==> src/rtl/riscv_package.sv <==
// Shared RISC-V core types: address/data words and the data-memory access size.
package riscv_package;

  typedef logic [31:0] address_t;
  typedef logic [31:0] word_t;

  typedef enum logic [1:0] {
    MEM_BYTE = 2'd0,
    MEM_HALF = 2'd1,
    MEM_WORD = 2'd2
  } mem_size_t;

  // The unused encoding 3 behaves as a full word access.
  function automatic mem_size_t decode_mem_size(input logic [1:0] raw);
    case (raw)
      2'd0:    return MEM_BYTE;
      2'd1:    return MEM_HALF;
      default: return MEM_WORD;
    endcase
  endfunction

endpackage

==> src/rtl/load_store_unit_load_align.sv <==
// Load alignment: picks the byte/half/word lane out of a memory word and
// sign- or zero-extends it to 32 bits. Purely combinational.
module load_align
  import riscv_package::*;
(
  input  word_t       i_word,
  input  logic [1:0]  i_offset,
  input  mem_size_t   i_size,
  input  logic        i_unsigned,
  output word_t       o_result
);

  logic [7:0]  w_byte;
  logic [15:0] w_half;

  always_comb begin
    w_byte = i_word[{i_offset, 3'b000} +: 8];
    w_half = i_offset[1] ? i_word[31:16] : i_word[15:0];
    case (i_size)
      MEM_BYTE: o_result = {{24{w_byte[7] & ~i_unsigned}}, w_byte};
      MEM_HALF: o_result = {{16{w_half[15] & ~i_unsigned}}, w_half};
      default:  o_result = i_word;
    endcase
  end

endmodule

==> src/rtl/load_store_unit.sv <==
// Load/store unit: single outstanding request, read-modify-write for sub-word
// stores. Define LSU_MISALIGN_CHECK_EN to report misaligned accesses as errors.
module load_store_unit
  import riscv_package::*;
(
  input  logic       clk,
  input  logic       rst,
  input  logic       req_valid,
  output logic       req_ready,
  input  logic       req_is_store,
  input  logic [1:0] req_size,
  input  logic       req_unsigned,
  input  address_t   req_addr,
  input  word_t      req_wdata,
  output logic       resp_valid,
  output word_t      resp_rdata,
  output logic       resp_error,
  output address_t   mem_addr,
  output word_t      mem_write_data,
  output logic       mem_write_enable,
  input  word_t      mem_read_data
);

  typedef enum logic [1:0] {
    IDLE   = 2'd0,
    ACCESS = 2'd1,
    WRITE  = 2'd2,
    RESP   = 2'd3
  } state_t;

  state_t    r_state;
  state_t    w_state_next;
  mem_size_t r_size;
  logic      r_unsigned;
  logic      r_store;
  address_t  r_addr;
  word_t     r_wdata;
  word_t     r_merged;
  word_t     r_rdata;

  mem_size_t w_req_size;
  address_t  w_req_addr;
  logic      w_req_error;
  logic      w_write;
  word_t     w_load_result;
  word_t     w_merged;

  assign w_req_size = decode_mem_size(req_size);

`ifdef LSU_MISALIGN_CHECK_EN
  logic r_error;

  always_comb begin
    w_req_addr  = req_addr;
    w_req_error = ((w_req_size == MEM_HALF) && req_addr[0]) ||
                  ((w_req_size == MEM_WORD) && (req_addr[1:0] != 2'b00));
  end

  always_ff @(posedge clk) begin
    if (rst) begin
      r_error <= 1'b0;
    end else if ((r_state == IDLE) && req_valid) begin
      r_error <= w_req_error;
    end
  end

  assign resp_error = r_error;
`else
  // Offending low bits are dropped so the access lands on the natural boundary.
  always_comb begin
    w_req_addr  = req_addr;
    w_req_error = 1'b0;
    case (w_req_size)
      MEM_HALF: w_req_addr[0]   = 1'b0;
      MEM_WORD: w_req_addr[1:0] = 2'b00;
      default:  w_req_addr      = req_addr;
    endcase
  end

  assign resp_error = 1'b0;
`endif

  load_align u_load_align (
    .i_word     (mem_read_data),
    .i_offset   (r_addr[1:0]),
    .i_size     (r_size),
    .i_unsigned (r_unsigned),
    .o_result   (w_load_result)
  );

  // Sub-word store merge: replace the addressed lane(s), keep the rest of the word.
  for (genvar gi = 0; gi < 4; gi++) begin : g_lane
    logic       w_sel;
    logic [7:0] w_src;
    assign w_sel = ((r_size == MEM_BYTE) && (r_addr[1:0] == 2'(gi))) ||
                   ((r_size == MEM_HALF) && (r_addr[1] == 1'(gi / 2)));
    assign w_src = (r_size == MEM_HALF) ? r_wdata[8*(gi%2) +: 8] : r_wdata[7:0];
    assign w_merged[8*gi +: 8] = w_sel ? w_src : mem_read_data[8*gi +: 8];
  end

  always_comb begin
    w_state_next = r_state;
    req_ready    = 1'b0;
    resp_valid   = 1'b0;
    w_write      = 1'b0;
    case (r_state)
      IDLE: begin
        req_ready = 1'b1;
        if (req_valid) begin
          w_state_next = w_req_error ? RESP : ACCESS;
        end
      end
      ACCESS: begin
        if (r_store && (r_size != MEM_WORD)) begin
          w_state_next = WRITE;
        end else begin
          w_write      = r_store;
          w_state_next = RESP;
        end
      end
      WRITE: begin
        w_write      = 1'b1;
        w_state_next = RESP;
      end
      default: begin
        resp_valid   = 1'b1;
        w_state_next = IDLE;
      end
    endcase
  end

  always_ff @(posedge clk) begin
    if (rst) begin
      r_state    <= IDLE;
      r_size     <= MEM_BYTE;
      r_unsigned <= 1'b0;
      r_store    <= 1'b0;
      r_addr     <= '0;
      r_wdata    <= '0;
      r_merged   <= '0;
      r_rdata    <= '0;
    end else begin
      r_state <= w_state_next;
      case (r_state)
        IDLE: begin
          if (req_valid) begin
            r_size     <= w_req_size;
            r_unsigned <= req_unsigned;
            r_store    <= req_is_store;
            r_addr     <= w_req_addr;
            r_wdata    <= req_wdata;
            r_rdata    <= '0;
          end
        end
        ACCESS: begin
          if (r_store) begin
            r_merged <= w_merged;
          end else begin
            r_rdata <= w_load_result;
          end
        end
        default: ;
      endcase
    end
  end

  // Gating with rst keeps an in-flight store from reaching memory during reset.
  assign mem_write_enable = w_write & ~rst;
  assign mem_write_data   = (r_state == WRITE) ? r_merged : r_wdata;
  assign mem_addr         = (r_state == IDLE) ? '0 : {r_addr[31:2], 2'b00};
  assign resp_rdata       = r_rdata;

endmodule

==> config.mk <==
export PLATFORM = sky130hd
export DESIGN_NAME = load_store_unit
export DESIGN_NICKNAME = d
export VERILOG_FILES = /design/src/rtl/riscv_package.sv /design/src/rtl/load_store_unit_load_align.sv /design/src/rtl/load_store_unit.sv
export SDC_FILE = /design/constraint.sdc
export NUM_CORES = 1
export LEC_CHECK = 0
export BUFFER_PORTS_ARGS = -buffer_cell sky130_fd_sc_hd__buf_2
export CAP_MARGIN = 20
export CORE_MARGIN = 8
export CORE_UTILIZATION = 50
export DETAILED_ROUTE_END_ITERATION = 10
export PLACE_DENSITY = 0.86
export SYNTH_ARGS = -nofsm -noshare
export SYNTH_HDL_FRONTEND = slang
export SYNTH_HIERARCHICAL = 1
export SYNTH_SLANG_ARGS = --single-unit
==> constraint.sdc <==
create_clock -name clk -period 2.11 [get_ports clk]
set_clock_uncertainty 0.1 [all_clocks]
set_input_delay 0.211 -clock clk [delete_from_list [all_inputs] [get_ports clk]]
set_output_delay 0.211 -clock clk [all_outputs]
set_load 0.03 [all_outputs]
-- Yosys cells after proc, flatten, opt, wreduce, memory -nomap -nowiden
Index checks and enable logic that the tools add are counted.
- eq/ne operators: 12
- shift operators: 1
- multiplexer cells: 22
- bitwise gates (word level): 6
- reductions and logical operators: 21
- operators with widths (operator ; number):
    32-bit two-way mux ; 4
    32-bit one-hot mux with 2 select lines ; 2
    8-bit two-way mux ; 5
    32-bit by 6-bit indexed part select with 8-bit output ; 1
    16-bit two-way mux ; 1
    2-bit by 1-bit equality test with 1-bit output (second input constant) ; 5
    2-bit equality test (second input constant) ; 4
    2-bit logical NOT ; 4
    1-bit logical AND ; 7
    1-bit two-way mux ; 6
    2-bit != test (second input constant) ; 3
    2-bit one-hot mux with 3 select lines ; 1
    1-bit logical OR ; 4
    2-bit one-hot mux with 2 select lines ; 1
    2-bit AND reduction ; 2
    1-bit AND ; 3
    1-bit inverter ; 3
    3-bit AND reduction ; 1
    3-bit OR reduction ; 1
    2-bit two-way mux ; 1
    1-bit one-hot mux with 2 select lines ; 1
    2-bit nonzero test ; 1
    2-bit OR reduction ; 1
- register bits after elaboration: 134
- word-level logic and storage cells: 70

-- Logic depth before layout (Yosys ltp)
- depth in word-level cells: 5
- gate-level depth with buffers: 8
- gate-level depth less buffers: 6

-- Modules after synthesis
The synthesis kept the hierarchy.
- modules (own cells, without submodules) (module ; times used ; cells each ; area each (µm²) ; seq. area each (µm²)):
    load_store_unit ; 1 ; 721 ; 6291.0 ; 2682.6
    load_align ; 1 ; 122 ; 694.4 ; 0.0

-- Least setup slack after synthesis
OpenSTA, ideal clock, no wires.
- path type: reg2out
- from: register r_state[1]
- to: output port mem_write_enable
- data arrival time: 1.825 ns
- slack: -0.026 ns
- cell stages (with the launch flop): 8
- path buffers: 2
- cells stage by stage: dfxtp_1 > inv_1 > ha_1 > and2_1 > clkbuf_1 > buf_2 > a21oi_1 > nor3b_1
- cells in the longest elaborated chain, start to end: 3
- RTL lines (item ; line ; source):
    start: declaration ; load_store_unit.sv:31 ; state_t r_state;
    start signal: assignment ; load_store_unit.sv:143 ; r_state <= w_state_next;
    2-bit equality test / 2-bit by 1-bit equality test with 1-bit output (equally long branches) ; load_store_unit.sv:106 ; case (r_state)
    1-bit one-hot mux with 2 select lines (*) ; load_store_unit.sv:106 ;
    1-bit AND (*) ; load_store_unit.sv:168 ; assign mem_write_enable = w_write & ~rst;
    end: declaration ; load_store_unit.sv:20 ; output logic mem_write_enable,
Every way passes the cells marked *; elsewhere a longest branch is shown, timed or not.

-- Worst setup path after layout
- from: register r_state[0]
- to: output port mem_write_data[0]
- cells in the longest elaborated chain, start to end: 2
- RTL lines (item ; line ; source):
    2-bit equality test ; load_store_unit.sv:169 ; assign mem_write_data = (r_state == WRITE) ? r_merged : r_wdata;
    32-bit two-way mux ; load_store_unit.sv:169 ;
    end: declaration ; load_store_unit.sv:19 ; output word_t mem_write_data,
No other way between the ends.

==> impl_metrics.ini <==
[run_status]
status = complete, but fails checks
violations = setup timing

[final_layout]
instances_no_fill = 1277
final_common_cell = nand2_1
nFillCells = 995
final_cell_mix = 193 x nand2_1, 167 x buf_2, 132 x dfxtp_1
drive_gt1_frac = 0.279
antennaDiodeCount = 0
final_nets = 1192
final_util = 0.708
area_growth_pct = 39.6

[global_route]
gr-usage-all-layers = 0.248
antenna_found_initial = 0
grt_pass1_wl_um = 35900
grt_max_degree = 82
overflow = 0
first_global_vias = 6878

[floorplanning]
die_width_um = 134
core.rowCount = 43
start_util = 0.507
core_sq_um = 13800
die_h_um = 134
die_area_sq_um = 18000
io_pins = 203

[timing]
period_needed_ns = 2.12
rsz0062_at_grt = true
timing.final.crit_share = 1.00
setup_viol = 1
setup_ws_ns = -0.00935
finalSetupTns_ns = -0.00935
drv_slew = 0
maxSlewHeadroom = 0.577
finalHoldViolCount = 0
fmax_mhz = 472
worst_pin_slew_ns = 0.633

[logic_synthesis]
ys_types = 45
synthMuxAreaShare = 0.115
synthArstFlopShare = 0
yosys_warnings = 6
synth_top_area_cell = dfxtp_1
synth-main-ff-cell = dfxtp_1
yosys-top-cells-area = dfxtp_1 38%, nand2_1 10%, nand3b_1 6.8%
synthAdderAreaFrac = 0.00896
synth_top_family_by_area = simple AND/OR/NAND/NOR gates
synthSimpleGateAreaFrac = 0.287
syn_area_sq_um = 6990
syn_inst = 843
synthDominantCellAreaShare = 0.384
synth-edff-count = 0
ys_seq_area_frac = 0.384
avgSynthCellArea_sq_um = 8.29
synth_compound_area_frac = 0.142
synth.ff_latch_count = 134
synthXorXnorAreaFrac = 0

[drt]
dr.pass1.iters = 5
drt_wl_total_um = 23900
drt_iter0_drc = 738
wl_per_cell_um = 18.7
route.detailed.drc = 0
vias = 7180
ant_nets = 0
avgViaCountPerCell = 5.62

[clock_tree]
clkLatencyLatePin_ns = 0.42
clk_pin_slew_ns = 0.06
tritoncts = done
htree_num_levels = 4
cts_setup_buffers = 0
cts-root-buf = clkbuf_16
cts_made_buffers = 17
clk_path_buf_depth = 2
cts.sinks = 134

[pwr]
switchingPower_uw = 4250
combPwrFrac = 0.430
clkPwrFrac = 0.276
power_density_nw_per_um2 = 1130
p_int_uw = 6770
leakage_uw = 0.00414
vdd_drop_max_mv = 0.714
netSwitchingFraction = 0.385
p_seq_frac = 0.294

[worst_hold_path]
hold_path_end = r_merged[3]
hp-class = in -> reg
hp-start = mem_read_data[3]
hold_depth = 3

[place]
routabilityCongestion = 0.913
port_buffers = 199
dp_hpwl_um = 15400
dp.cells = 1173

[critical_path]
critPathKind = reg -> out
required_ns = 1.80
cp-end-kind = primary output
reg2reg_to = resp_rdata[11]
crit_arrival_ns = 1.81
rr_worst_depth = 6
r2r_start = r_addr[0]
cp-start-kind = flip-flop
crit_fanout = 9
r2r_slack_ns = 0.14

[run]
drv_cap = 0
per-layer routing:
layer | global-route usage | vias up | wire length (um)
met3 | 0.0808 | 66 | 2540
li1 | - | 3385 | -
met2 | 0.389 | 416 | 11000
met4 | 0.120 | 0 | 822
met1 | 0.300 | 3313 | 9570
met5 | 0 | - | 0
cells in the mapped netlist (24+ instances only):
library cell and instances:
clkbuf_1 35, a21oi_1 72, nand2_1 194, nand3b_1 63, nor2_1 24, mux2_2 32, nand2b_1 41, buf_2 24
mux2i_1 43, nor2b_1 41, dfxtp_1 134
layout make-up:
class,instances,area (sq um),share of cell area
multi-input combinational,632,3970,0.407
sequential,134,2690,0.276
timing repair buffer,295,2240,0.230
clock buffer,19,433,0.0444
tap,180,225,0.0231
clock inverter,13,174,0.0178
inverter,4,17.5,0.00180
stage by stage:
step / setup WS [ns] / hold WS [ns] / area (sq um) / power [uW]
global route: -0.0576 / 0.0240 / 9750 / 11500
global placement: 0.257 / 0.338 / 8100 / 7330
CTS: -0.00844 / 0.00323 / 9480 / 10700
detailed placement: 0.192 / 0.342 / 8100 / 7400
floorplan: 0.245 / 0.247 / 7000 / 6390
finish: -0.00935 / 0.0206 / 9750 / 11000
sequential cells by signal, indices dropped and copies added (netlist names):
register / count
r_merged: 32
r_wdata: 32
r_state: 2
r_unsigned: 1
resp_rdata: 32
r_store: 1
r_size: 2
r_addr: 32
worst max-delay path by stage:
stage                     slack (ns)                end  startpoint  cells past startpoint
after floorplan                 0.24     resp_rdata[10]  r_state[0]                      7
after CTS                     -0.008  mem_write_data[7]  r_state[0]                      5
after detailed placement        0.19     resp_rdata[15]  r_state[0]                      7
after global placement          0.26     resp_rdata[11]   r_addr[0]                      6
after global routing           -0.06  mem_write_data[0]  r_state[0]                      5
final                         -0.009  mem_write_data[0]  r_state[0]                      5
critical path: stages, from the launching register on:
cell and delay [ns]:
dfxtp_4 0.36, inv_4 0.07, ha_4 0.24, buf_12 0.17, mux2_2 0.36, buf_4 0.18
timing repair:
action | 4_1_cts | 5_1_grt
endpoints found under the hold margin | 69 | 0
gates cloned | 1 | 2
setup endpoints to repair | 33 | 32
resized for setup | 20 | 84
hold buffers | 69 | 0
kinds of logic (layout without fill, tap and decap cells):
kind of cell             count (synthesis)  after routing
buffers and inverters                   79            331
AO/OA/AOI/OAI                          153            153
flip-flops                             134            134
AND/OR/NAND/NOR                        395            395
multiplexers                            76             76
adder cells (fa/ha/maj)                  5              5
other                                    1              3
power groups by stage:
| stage | Combinational [uW] | Sequential (uW) | Clock (uW) |
|---|---|---|---|
| finish | 4740 | 3240 | 3040 |
| global placement | 4100 | 3230 | 0 |
| CTS | 4390 | 3210 | 3080 |
| detailed placement | 4160 | 3250 | 0 |
| floorplan | 3010 | 3380 | 0 |
| global route | 5050 | 3280 | 3190 |
Note: power is estimated with default switching activity, not from simulation.
